--- config.mk ---
export PLATFORM = sky130hd
export DESIGN_NAME = fp32_to_int32_seq
export DESIGN_NICKNAME = d
export VERILOG_FILES = /design/src/rtl/fp32_to_int32_seq.sv
export SDC_FILE = /design/constraint.sdc
export NUM_CORES = 1
export LEC_CHECK = 0
export BUFFER_PORTS_ARGS = -buffer_cell sky130_fd_sc_hd__buf_2
export CELL_PAD_IN_SITES_DETAIL_PLACEMENT = 1
export CELL_PAD_IN_SITES_GLOBAL_PLACEMENT = 1
export CORE_MARGIN = 2
export CORE_UTILIZATION = 47
export DETAILED_ROUTE_END_ITERATION = 10
export PLACE_DENSITY_LB_ADDON = 0.1
export SYNTH_ARGS = -nofsm -noshare
export SYNTH_HDL_FRONTEND = slang
export SYNTH_SLANG_ARGS = --single-unit
--- constraint.sdc ---
create_clock -name clk -period 7.1 [get_ports clk]
set_clock_uncertainty 0.15 [all_clocks]
set_input_delay 0.71 -clock clk [delete_from_list [all_inputs] [get_ports clk]]
set_output_delay 0.71 -clock clk [all_outputs]
set_load 0.005 [all_outputs]
--- src/rtl/fp32_to_int32_seq.sv ---
// IEEE-754 binary32 to signed 32-bit integer converter, round toward zero,
// with saturation, exception flags and a STEP-bit-per-cycle iterative shifter.
module fp32_to_int32_seq #(
    parameter int unsigned STEP = 4
) (
    input  logic        clk,
    input  logic        rst,
    input  logic        in_valid,
    output logic        in_ready,
    input  logic [31:0] in_data,
    output logic        out_valid,
    input  logic        out_ready,
    output logic [31:0] out_data,
    output logic [2:0]  out_flags
);

    typedef enum logic [1:0] {
        IDLE  = 2'd0,
        SHIFT = 2'd1,
        PACK  = 2'd2,
        OUT   = 2'd3
    } state_t;

    localparam logic [4:0]  STEP_W  = 5'(STEP);
    localparam logic [31:0] INT_MAX = 32'h7FFF_FFFF;
    localparam logic [31:0] INT_MIN = 32'h8000_0000;

    state_t      state_q, state_d;
    logic [31:0] mag_q, mag_d;
    logic [4:0]  cnt_q, cnt_d;
    logic        sticky_q, sticky_d;
    logic        sign_q, sign_d;
    logic [31:0] data_q, data_d;
    logic [2:0]  flags_q, flags_d;

    logic        in_s;
    logic [7:0]  in_e;
    logic [22:0] in_m;
    logic [4:0]  k_c;
    logic        lost_c;

    assign in_s = in_data[31];
    assign in_e = in_data[30:23];
    assign in_m = in_data[22:0];

    assign out_data  = data_q;
    assign out_flags = flags_q;

    // Shift amount this cycle and OR of the bits about to fall off the bottom.
    always_comb begin
        k_c    = (cnt_q < STEP_W) ? cnt_q : STEP_W;
        lost_c = 1'b0;
        for (int unsigned i = 0; i < STEP; i++) begin
            if (5'(i) < k_c) begin
                lost_c = lost_c | mag_q[i];
            end
        end
    end

    always_comb begin
        state_d   = state_q;
        mag_d     = mag_q;
        cnt_d     = cnt_q;
        sticky_d  = sticky_q;
        sign_d    = sign_q;
        data_d    = data_q;
        flags_d   = flags_q;
        in_ready  = 1'b0;
        out_valid = 1'b0;

        case (state_q)
            IDLE: begin
                in_ready = 1'b1;
                if (in_valid) begin
                    sign_d = in_s;
                    if (in_e == 8'd255) begin
                        if (in_m != '0) begin
                            data_d  = INT_MAX;
                            flags_d = 3'b100;
                        end else begin
                            data_d  = in_s ? INT_MIN : INT_MAX;
                            flags_d = 3'b010;
                        end
                        state_d = OUT;
                    end else if (in_e >= 8'd158) begin
                        if (in_e == 8'd158 && in_s && in_m == '0) begin
                            data_d  = INT_MIN;
                            flags_d = 3'b000;
                        end else begin
                            data_d  = in_s ? INT_MIN : INT_MAX;
                            flags_d = 3'b010;
                        end
                        state_d = OUT;
                    end else if (in_e < 8'd127) begin
                        data_d  = '0;
                        flags_d = {2'b00, (in_e != '0) || (in_m != '0)};
                        state_d = OUT;
                    end else begin
                        mag_d    = {1'b1, in_m, 8'b0};
                        cnt_d    = 5'(8'd158 - in_e);
                        sticky_d = 1'b0;
                        state_d  = SHIFT;
                    end
                end
            end
            SHIFT: begin
                mag_d    = mag_q >> k_c;
                sticky_d = sticky_q | lost_c;
                cnt_d    = cnt_q - k_c;
                if (cnt_d == '0) begin
                    state_d = PACK;
                end
            end
            PACK: begin
                data_d  = sign_q ? (~mag_q + 32'd1) : mag_q;
                flags_d = {2'b00, sticky_q};
                state_d = OUT;
            end
            OUT: begin
                out_valid = 1'b1;
                if (out_ready) begin
                    state_d = IDLE;
                end
            end
            default: state_d = IDLE;
        endcase
    end

    always_ff @(posedge clk) begin
        if (rst) begin
            state_q  <= IDLE;
            mag_q    <= '0;
            cnt_q    <= '0;
            sticky_q <= 1'b0;
            sign_q   <= 1'b0;
            data_q   <= '0;
            flags_q  <= '0;
        end else begin
            state_q  <= state_d;
            mag_q    <= mag_d;
            cnt_q    <= cnt_d;
            sticky_q <= sticky_d;
            sign_q   <= sign_d;
            data_q   <= data_d;
            flags_q  <= flags_d;
        end
    end

endmodule

Yosys cells after proc, flatten, opt, wreduce, memory -nomap -nowiden. Cells that the tools add are included.

Equality and inequality tests: 12. Magnitude comparators: 7. Muxes and demuxes: 45. Shifts and indexed selects: 1. Reduce and logical (&&, ||, !) cells: 14. Bitwise logic cells: 5. Add/sub/neg operators: 3.

Operators with widths (number): $mux 32 (12); $pmux 32 s2 (2); $add 32x1->32 const B (1); $not 32->32 (1); $shr 32x5->32 (1); $mux 5 (5); $logic_not 23->1 (1); $reduce_bool 23->1 (1); $eq 8x8->1 const B (2); $mux 3 (5); $mux 2 (7); $ne 2x2->1 const B (6); $lt 1x5->1 const A (2); $lt 2x5->1 const A (2); $mux 1 (10); $pmux 5 s2 (1); $ge 8x8->1 const B (1); $lt 8x7->1 const B (1); $pmux 2 s4 (1); $reduce_bool 8->1 (1); $pmux 3 s2 (1); $reduce_and 3->1 (2); $logic_not 5->1 (1); $lt 5x3->1 const B (1); other kinds (13) (19).

Input bits: 36. Flip-flop bits (word level): 76.

Longest topological paths before layout. Gate-level depths: netlist of the first run.

Depth after elaboration: 12. Gate-level depth with buffers: 11. Depth with buffers taken out: 8.

Worst setup path after synthesis of the first run. No wires, ideal clock.

Kind: flip-flop to flip-flop. Start: register cnt_q[2]. End: register state_q[0]. Buffers on the path: 3. Cell stages (with the launch flop): 12. Path slack: 4.242 ns. Setup time: 0.116 ns. Arrival time: 2.592 ns. Required time: 6.834 ns. Cell sequence: dfxtp_1 > clkbuf_1 > or3_1 > clkbuf_1 > clkbuf_1 > nand2_1 > ha_1 > o21a_1 > o221ai_1 > o211ai_1 > or4_1 > o211a_1.

Word-level cells in the longest chain between the ends: 6.

Ends and longest elaborated chain: start: declaration (RTL line 30) `logic [4:0] cnt_q, cnt_d;`; start signal: assignment (RTL line 141) `cnt_q <= cnt_d;`; $lt 5x3->1 (RTL line 51) `k_c = (cnt_q < STEP_W) ? cnt_q : STEP_W;`; $mux 5 (RTL line 51); $sub 5x5->5 (*) (RTL line 109) `cnt_d = cnt_q - k_c;`; $logic_not 5->1 (*) (RTL line 110) `if (cnt_d == '0) begin`; $ne 2x2->1 (no line) (*); $reduce_and 3->1 (no line) (*); end signal: assignment (RTL line 139) `state_q <= state_d;`; end: declaration (RTL line 28) `state_t state_q, state_d;`.

Mark *: on every way between the ends. The rest lies on a longest branch, timed or not. A chain may end at the register's enable or synchronous reset.

Worst setup path in the final report of the first run.
Start: register state_q[1]. End: register mag_q[6].

Word-level cells in the longest chain between the ends: 3. Elaborated cells on any way between the ends: 9. Classes of those cells: eq/ne: 5; mux: 1; reduce/logical: 3.

Ends and longest elaborated chain: $eq 2x1->1 or $logic_not 2->1 (tied branches) (RTL line 71) `case (state_q)`; $reduce_bool 2->1 (no line) or $ne 2x2->1 (tied branches); $reduce_and 5->1 (no line); end signal: assignment (RTL line 140) `mag_q <= mag_d;`; end: declaration (RTL line 29) `logic [31:0] mag_q, mag_d;`.

Several ways; a longest one is shown, not always the timed one.

==> impl_metrics.yaml, run 1 <==
job:
  drv_cap: 0
detailed_routing:
  antenna_left: 0
  drtPass1Iterations: 5
  vias: 5452
  totalWireLength_um: 17300
  wl_per_cell_um: 20.5
  drc: 0
  drt_iter0_markers: 428
  drt-vias-per-instance: 6.48
cells_and_area:
  fin_nets: 739
  syn2layout_area_growth_pct: 10.4
  drive_above_1_share: 0.190
  fin_cells: 842
  antenna_cells: 0
floorplan:
  row_count: 39
  die_y_um: 112
  fp.dieArea_um2: 12600
  io_pins: 73
  die_x_um: 112
  initial_core_util: 0.482
  core_area_um2: 11400
placement:
  port_buffers: 72
  dp_hpwl_um: 11800
  dp.cells: 826
  place.gp.congestion: 0.815
setup_path:
  r2r-end: "mag_q[6]"
  crit_chain: "inv_1 > ha_1 > buf_4 > clkinv_1 > o221ai_1 > nand3_1 > o2bb2ai_1"
  r2r.worst_path.cells: 7
  critPathCaptureType: "flop"
  critical_path_required_ps: 7220
  critPathSlowestCell: "o221ai_1"
  startpoint_type: "flop"
  rr_startpoint: "state_q[1]"
  path_max_fanout: 38
  path_class: "reg2reg"
  arrival_ps: 3810
  ff2ff_setup_slack_ps: 3410
  cpPeakStageDelay_ps: 1160
clock_network:
  holdBufCountCts: 0
  cts_sinks: 76
  cts.path.max_buffers: 2
  clock_latency_ps: 340
  cts_setup_buffers: 0
  cts_made_buffers: 9
  tritoncts: "yes"
  path_clk_slew_ps: 60
  cts_root_buf: "clkbuf_16"
  h-tree-depth: 3
  ctsResizeCount: 0
sta:
  rsz0062_at_grt: "no"
  setup_viol: 0
  slew_viol_final: 0
  min_period_ps: 3690
  finalCritPeriodShare: 0.520
  tns_ps: 0
  fmax_ghz: 0.271
  worst_slew_pin_slew_ps: 1140
  hold_viol: 0
  slew_headroom: 0.240
pwr:
  power_frac_clock: 0.208
  pwr_density_cell_nw_per_um2: 359
  p_comb_frac: 0.475
  netSwitchingPower_uw: 987
  ir_drop_mv: 0.328
  intPower_mw: 1.19
  cellLeakagePower_nw: 2.30
  swShare: 0.453
  seqPwrFrac: 0.316
grt:
  grt_pass1_vias: 5528
  gr-usage-all-layers: 0.283
  grt_max_degree: 49
  grt_first_pass_wirelength_um: 28900
  grt_overflow_total: 0
  antenna_found_initial: 0
logic_synthesis:
  yosysWarnings: 0
  yosys_most_used_dff: "dfxtp_1"
  async_reset_ff_frac: 0
  syn_inst: 684
  synth_common_cells: "nand2_1, dfxtp_1, clkbuf_1"
  synth_fp_nets: 729
  synth_edf_count: 0
  synth_seq_area_share: 0.276
  synth_top_area_frac: 0.276
  yosysMostFrequentCell: "nand2_1"
  ys_ff_latch: 76
  netlist_area_um2: 5510
  synth_top_cell_by_area: "dfxtp_1"
  synthTopCellsByArea: "dfxtp_1, mux4_2, nand2_1"
  post_synth_num_cell_types: 65
  avgSynthCellArea_um2: 8.05
min_path:
  hp-class: "reg2reg"
  min_from: "out_flags[1]"
  holdPathStages: 2
  hold_end: "out_flags[1]"
run_status:
  status: "finished clean"
==> layout make-up <==
type                    count  area [um^2]
clock inverters             5         52.6
fillers                  1426         5340
clock buffers              11          233
well taps                 143          179
multi-input cells         513         3620
flip-flops and latches     76         1520
repair buffers             79          413
inverters                  15         56.3
==> flip-flops by register name, summed over array words and instances (netlist names) <==
signal	cells
sticky_q	1
cnt_q	5
mag_q	32
out_flags	3
sign_q	1
state_q	2
out_data	32
==> worst max-delay path by stage <==
stage                    start         end  slack (ps)  cells past startpoint
finish              state_q[1]    mag_q[6]        3410                      7
global route        state_q[1]    mag_q[5]        3010                      7
CTS                 state_q[1]    mag_q[6]        3480                      7
detailed placement  state_q[1]    mag_q[6]        3510                      7
global placement    state_q[1]    mag_q[5]        3650                      7
floorplan             cnt_q[2]  state_q[0]        4240                     11
==> worst max-delay path: cells and delay by family, from the launching register on <==
| family | cells | cell delay (ps) |
|---|---|---|
| buffers and inverters | 3 | 1210 |
| and+or+nand+nor | 1 | 350 |
| DFF | 1 | 340 |
| AOI/OAI and AO/OA | 2 | 1400 |
| adders and majority gates | 1 | 160 |
==> metrics by stage <==
stage,setup slack (ps),area (um^2),power [mW],util,hold WS [ps]
5_1_grt,3010,6080,2.33,0.532,343
3_5_place_dp,3510,5790,1.71,0.507,298
6_report,3410,6080,2.18,0.532,310
4_1_cts,3480,6080,2.18,0.532,306
2_1_floorplan,4240,5510,1.42,-,290
3_3_place_gp,3650,5790,1.68,0.507,285
==> metal layers <==
metal  share of wire  up-vias  track usage
met3           0.048       21       0.0405
met5               0        -            0
li1                -     2549            -
met1            0.46     2732        0.387
met4           0.022        0        0.109
met2            0.47      150        0.455
==> power groups by stage <==
stage | Sequential [mW] | Clock [mW] | Combinational [mW]
after global routing | 0.708 | 0.479 | 1.14
after global placement | 0.683 | 0 | 0.994
after floorplan | 0.589 | 0 | 0.833
after CTS | 0.684 | 0.464 | 1.03
after detailed placement | 0.692 | 0 | 1.02
final | 0.690 | 0.455 | 1.04
==> placed cells by master, fill, tap and decap left out, types with 4 or more instances in the layout <==
master,count
nand2b_1,5
xor2_1,8
or2_2,4
a211o_1,15
a21oi_1,63
inv_1,14
o21ai_0,31
o31ai_1,11
mux2i_1,9
nand3b_1,4
a211oi_1,8
o211ai_1,12
nand3_1,16
xnor2_1,21
and3_1,5
or3_1,6
nand2_1,98
ha_1,9
buf_4,7
o2bb2ai_1,7
clkbuf_16,9
a221o_1,4
a311o_1,6
and2_1,5
nor2_1,42
dfxtp_1,76
mux4_2,23
o41ai_1,11
nor4_1,9
nand4_1,4
mux4_1,4
buf_2,72
a31oi_1,9
or4_1,11
nor3_1,11
==> cell families after synthesis <==
| kind of cell | Yosys count | share of synthesized area |
|---|---|---|
| muxes | 38 | 0.134 |
| DFF | 76 | 0.276 |
| xor gates and xnor gates | 29 | 0.0461 |
| adders and majority gates | 9 | 0.0205 |
| AOI/OAI and AO/OA | 201 | 0.249 |
| other | 1 | 0.000681 |
| buffers and inverters | 95 | 0.0691 |
| and+or+nand+nor | 235 | 0.205 |
(Power assumes the default switching activity.)
==> run 2, diff against run 1 <==
--- a/config.mk
+++ b/config.mk
@@ -9,7 +9,7 @@
 export CELL_PAD_IN_SITES_DETAIL_PLACEMENT = 1
 export CELL_PAD_IN_SITES_GLOBAL_PLACEMENT = 1
 export CORE_MARGIN = 2
-export CORE_UTILIZATION = 47
+export CORE_UTILIZATION = 44
 export DETAILED_ROUTE_END_ITERATION = 10
 export PLACE_DENSITY_LB_ADDON = 0.1
 export SYNTH_ARGS = -nofsm -noshare
==> constraint.sdc (replaced) <==
create_clock -name clk -period 3.6 [get_ports clk]
set_clock_uncertainty 0.15 [all_clocks]
set_input_delay 0.36 -clock clk [delete_from_list [all_inputs] [get_ports clk]]
set_output_delay 0.36 -clock clk [all_outputs]
set_load 0.005 [all_outputs]
==> run 2 against run 1 <==
Clock power increased by 88%. Via count increased by 0.83%. Utilization decreased by 2.2 points. Highest routed layer unchanged. Sequential cell count unchanged. Count of clock-buffer cells in the layout increased by 2. Global-route usage decreased by 0.75 points. Sequential power increased by 94%. Register-to-register slack got worse by 2600 ps. Die area increased by 6.6%. Final cell count increased by 4.3%. Largest power group unchanged. Setup slack got worse by 2600 ps.
==> impl_metrics.yaml, run 2 (same netlist as run 1, synthesis figures left out) <==
floorplan:
  die_y_um: 116
  die_x_um: 116
  fp.dieArea_um2: 13400
  core_area_um2: 12100
  initial_core_util: 0.455
  io_pins: 73
  row_count: 40
setup_path:
  rr_startpoint: "state_q[0]"
  crit_chain: "inv_1 > ha_1 > nor2b_1 > a31o_2 > o2111ai_1 > o211ai_1"
  startpoint_type: "flop"
  ff2ff_setup_slack_ps: 780
  r2r.worst_path.cells: 6
  r2r-end: "out_data[27]"
  path_class: "reg2reg"
  critical_path_required_ps: 3710
  critPathSlowestCell: "o2111ai_1"
  cpPeakStageDelay_ps: 590
  crit_family: "compound AO/OA/AOI/OAI gates"
  arrival_ps: 2930
  path_buf_inv: 1
  path_max_fanout: 26
  critPathCaptureType: "flop"
grt:
  grt_first_pass_wirelength_um: 28900
  grt_overflow_total: 0
  grt_max_degree: 48
  grt_pass1_vias: 5509
  antenna_found_initial: 0
  gr-usage-all-layers: 0.275
clock_network:
  h-tree-depth: 3
  cts.path.max_buffers: 2
  cts_sinks: 76
  ctsResizeCount: 0
  clock_latency_ps: 350
  holdBufCountCts: 0
  cts_made_buffers: 9
  tritoncts: "yes"
  path_clk_slew_ps: 60
  cts_root_buf: "clkbuf_16"
  cts_setup_buffers: 0
sta:
  fmax_ghz: 0.354
  finalCritPeriodShare: 0.784
  worst_slew_pin_slew_ps: 932
  rsz0062_at_grt: "no"
  tns_ps: 0
  min_period_ps: 2820
  slew_headroom: 0.378
  slew_viol_final: 0
  hold_viol: 0
  setup_viol: 0
detailed_routing:
  vias: 5497
  totalWireLength_um: 17900
  drt_iter0_markers: 381
  drc: 0
  wl_per_cell_um: 20.4
  drt-vias-per-instance: 6.26
  drtPass1Iterations: 6
  antenna_left: 0
min_path:
  hold_end: "mag_q[29]"
  hp-class: "in2reg"
  min_from: "in_data[21]"
  holdPathStages: 3
placement:
  place.gp.congestion: 0.854
  port_buffers: 72
  dp_hpwl_um: 12400
pwr:
  ir_drop_mv: 0.645
  pwr_density_cell_nw_per_um2: 701
  cellLeakagePower_nw: 2.36
cells_and_area:
  antenna_cells: 0
  finalCoreUtilization: 0.511
  drive_above_1_share: 0.203
  syn2layout_area_growth_pct: 12.3
  fill_cells: 1526
  final_cell_mix: "nand2_1, dfxtp_1, buf_2"
  multi_input_area_um2: 3620
  final_common_cell: "nand2_1"
  fin_nets: 751
  seqCellArea_um2: 1520
run_status:
  status: "finished clean"
job:
  drv_cap: 0
-- run 2: changes by cell type in the layout (fill, tap and decap cells not counted), sizes merged --
cell      before  now
clkinv         4    3
clkbuf        11   13
buf           79   91
clkinvlp       1    0
bufinv         1    0
-- run 2: area by class of cell --
cell class                 instances  share of cell area
multi-input combinational        513               0.586
sequential                        76               0.246
timing repair buffer              91              0.0813
clock buffer                      13              0.0421
tap                              168              0.0340
inverter                          15             0.00911
clock inverter                     2             0.00162
-- run 2: through the flow --
stage	setup slack [ps]	hold slack [ps]	power, mW	instances	area, um^2
finish	776	170	4.33	878	6180
global placement	846	289	3.38	863	5910
detailed placement	687	306	3.46	863	5910
global route	465	191	4.62	878	6180
CTS	719	162	4.33	878	6180
floorplan	742	290	2.80	684	5510
-- run 2: how the worst max path moves through the flow --
stage | from | slack [ps] | cells after the start | end
6_report | state_q[0] | 780 | 6 | out_data[27]
5_1_grt | state_q[0] | 470 | 6 | out_data[19]
4_1_cts | state_q[0] | 720 | 6 | out_data[27]
3_5_place_dp | in_data[17] | 690 | 6 | out_data[27]
3_3_place_gp | in_data[17] | 850 | 6 | out_data[27]
2_1_floorplan | cnt_q[2] | 740 | 11 | state_q[0]
-- run 2: worst reg2reg max path, cell delays in order, from the launching register on --
cell and delay [ps]:
dfxtp_1 340, inv_1 90, ha_1 480, nor2b_1 330
a31o_2 470, o2111ai_1 590, o211ai_1 290
-- run 2: layer usage --
layer  GRT usage  share of wire  up-vias
met5           0              0        -
met4      0.0992          0.023        0
met3      0.0293          0.051       25
met2       0.470           0.49      173
met1       0.362           0.44     2732
li1            -              -     2567
-- run 2: power by group --
part / switching [mW] / total [mW] / internal [mW]
clock: 0.358 / 0.856 / 0.499
sequential: 0.291 / 1.34 / 1.05
combinational: 1.32 / 2.14 / 0.820
total: 1.97 / 4.33 / 2.36
==> run 3, diff against run 2 <==
==> constraint.sdc (replaced) <==
create_clock -name clk -period 2.7 [get_ports clk]
set_clock_uncertainty 0.15 [all_clocks]
set_input_delay 0.27 -clock clk [delete_from_list [all_inputs] [get_ports clk]]
set_output_delay 0.27 -clock clk [all_outputs]
set_load 0.005 [all_outputs]
==> run 3 against run 2 <==
Final area rose by 4.5%. Maximum frequency increased by 12%. Highest routed layer unchanged. Global-route usage increased by 1.0 points. Worst hold slack lost 100 ps. Largest power group unchanged. Sequential cell count stayed put. Clock power up 58%. Combinational power grew 50%. Register-to-register slack worse by 600 ps. Sequential share of layout area is 1.1 points lower. Die area unchanged. Utilization grew 2.3 points. Via count is 0.91% higher.
==> impl_metrics.yaml, run 3 (same netlist as run 1, synthesis figures left out) <==
cells_and_area:
  fin_nets: 779
  design_area_um2: 6460
  final_common_cell: "nand2_1"
  drive_above_1_share: 0.236
  syn2layout_area_growth_pct: 17.3
  antenna_cells: 0
  final_cell_mix: "nand2_1, dfxtp_1, buf_2"
clock_network:
  cts_root_buf: "clkbuf_16"
  clock_latency_ps: 350
  h-tree-depth: 3
  cts_setup_buffers: 0
  ctsResizeCount: 0
  cts.path.max_buffers: 2
  path_clk_slew_ps: 60
  cts_made_buffers: 9
  tritoncts: "yes"
  holdBufCountCts: 0
  cts_sinks: 76
grt:
  gr-usage-all-layers: 0.285
  grt_pass1_vias: 5608
  grtUsageMet3: 0.0340
  antenna_found_initial: 0
  grt_max_degree: 48
  grt_first_pass_wirelength_um: 29900
  use_met1: 0.384
  use_met2: 0.467
  grt_overflow_total: 0
  grt-busiest-layer: "met2"
detailed_routing:
  antenna_left: 0
  vias: 5547
  wl_per_cell_um: 20.2
  drc: 0
  drtPass1Iterations: 5
  totalWireLength_um: 18300
  drt-vias-per-instance: 6.12
  drt_iter0_markers: 307
sta:
  slew_headroom: 0.611
  worst_slew_pin_slew_ps: 583
  min_period_ps: 2530
  rsz0062_at_grt: "no"
  finalCritPeriodShare: 0.936
  setup_viol: 0
  hold_viol: 0
  fmax_ghz: 0.396
  tns_ps: 0
  slew_viol_final: 0
  fin_ws_ps: 173
min_path:
  holdPathStages: 3
  min_from: "in_data[23]"
  hold_end: "cnt_q[0]"
  hp-class: "in2reg"
setup_path:
  startpoint_type: "flop"
  r2r-end: "out_data[30]"
  path_max_fanout: 11
  critPathCaptureType: "flop"
  arrival_ps: 2620
  cpPeakStageDelay_ps: 590
  path_class: "reg2reg"
  crit_family: "simple AND/OR/NAND/NOR gates"
  path_buf_inv: 0
  critPathSlowestCell: "or3_2"
  r2r.worst_path.cells: 5
  ff2ff_setup_slack_ps: 170
  rr_startpoint: "mag_q[7]"
  critical_path_required_ps: 2790
  crit_chain: "or3_2 > nand4b_1 > o41ai_1 > xnor2_1 > a221o_1"
placement:
  post-place-ws_ps: 156
  place.gp.congestion: 0.855
  placed_area_um2: 6140
  port_buffers: 72
  dp_hpwl_um: 13000
run_status:
  status: "finished clean"
floorplan:
  die_x_um: 116
  core_area_um2: 12100
  initial_core_util: 0.455
  fp.dieArea_um2: 13400
  die_y_um: 116
  io_pins: 73
  row_count: 40
job:
  drv_cap: 0
pwr:
  cellLeakagePower_nw: 2.53
  fin_total_pwr_mw: 6.19
  ir_drop_mv: 0.881
  pwr_density_cell_nw_per_um2: 958
## run 3: worst max path at each step
stage	slack (ps)	cells after the start	startpoint	to
after floorplan	30	11	cnt_q[2]	state_q[0]
after global placement	270	5	mag_q[7]	out_data[23]
after detailed placement	160	8	in_data[23]	out_data[23]
after CTS	170	5	mag_q[7]	out_data[27]
after global routing	10	5	mag_q[7]	out_data[30]
final	170	5	mag_q[7]	out_data[30]
## run 3: metrics by stage
step | utilization | hold WS [ps] | instances
after CTS | 0.533 | 53.4 | 906
after floorplan | - | 256 | 684
after detailed placement | 0.507 | 296 | 891
after global routing | 0.533 | 76.2 | 906
final | 0.533 | 64.8 | 906
after global placement | 0.507 | 286 | 891
## run 3: worst register-to-register path, delay by kind of cell (launching register included)
kind | cells | cell delay [ps]
simple gates | 2 | 890
compound gates | 2 | 830
flops | 1 | 430
xor+xnor | 1 | 120
## run 3: cell type report
cell class                 count  area (um^2)
multi-input combinational    513         3620
clock inverter                 4         72.6
timing repair buffer         119          726
tap                          168          210
fill                        1516         5650
sequential                    76         1520
clock buffer                  11          253
inverter                      15         56.3
## run 3: routing by layer
metal,share of wire,up-vias
li1,-,2623
met1,0.45,2713
met2,0.48,179
met3,0.050,32
met4,0.029,0
met5,0,-
## run 3: power by group
part	switching (mW)	internal, mW	total, mW
combinational	1.97	1.24	3.21
clock	0.498	0.853	1.35
sequential	0.232	1.39	1.63
total	2.70	3.48	6.19
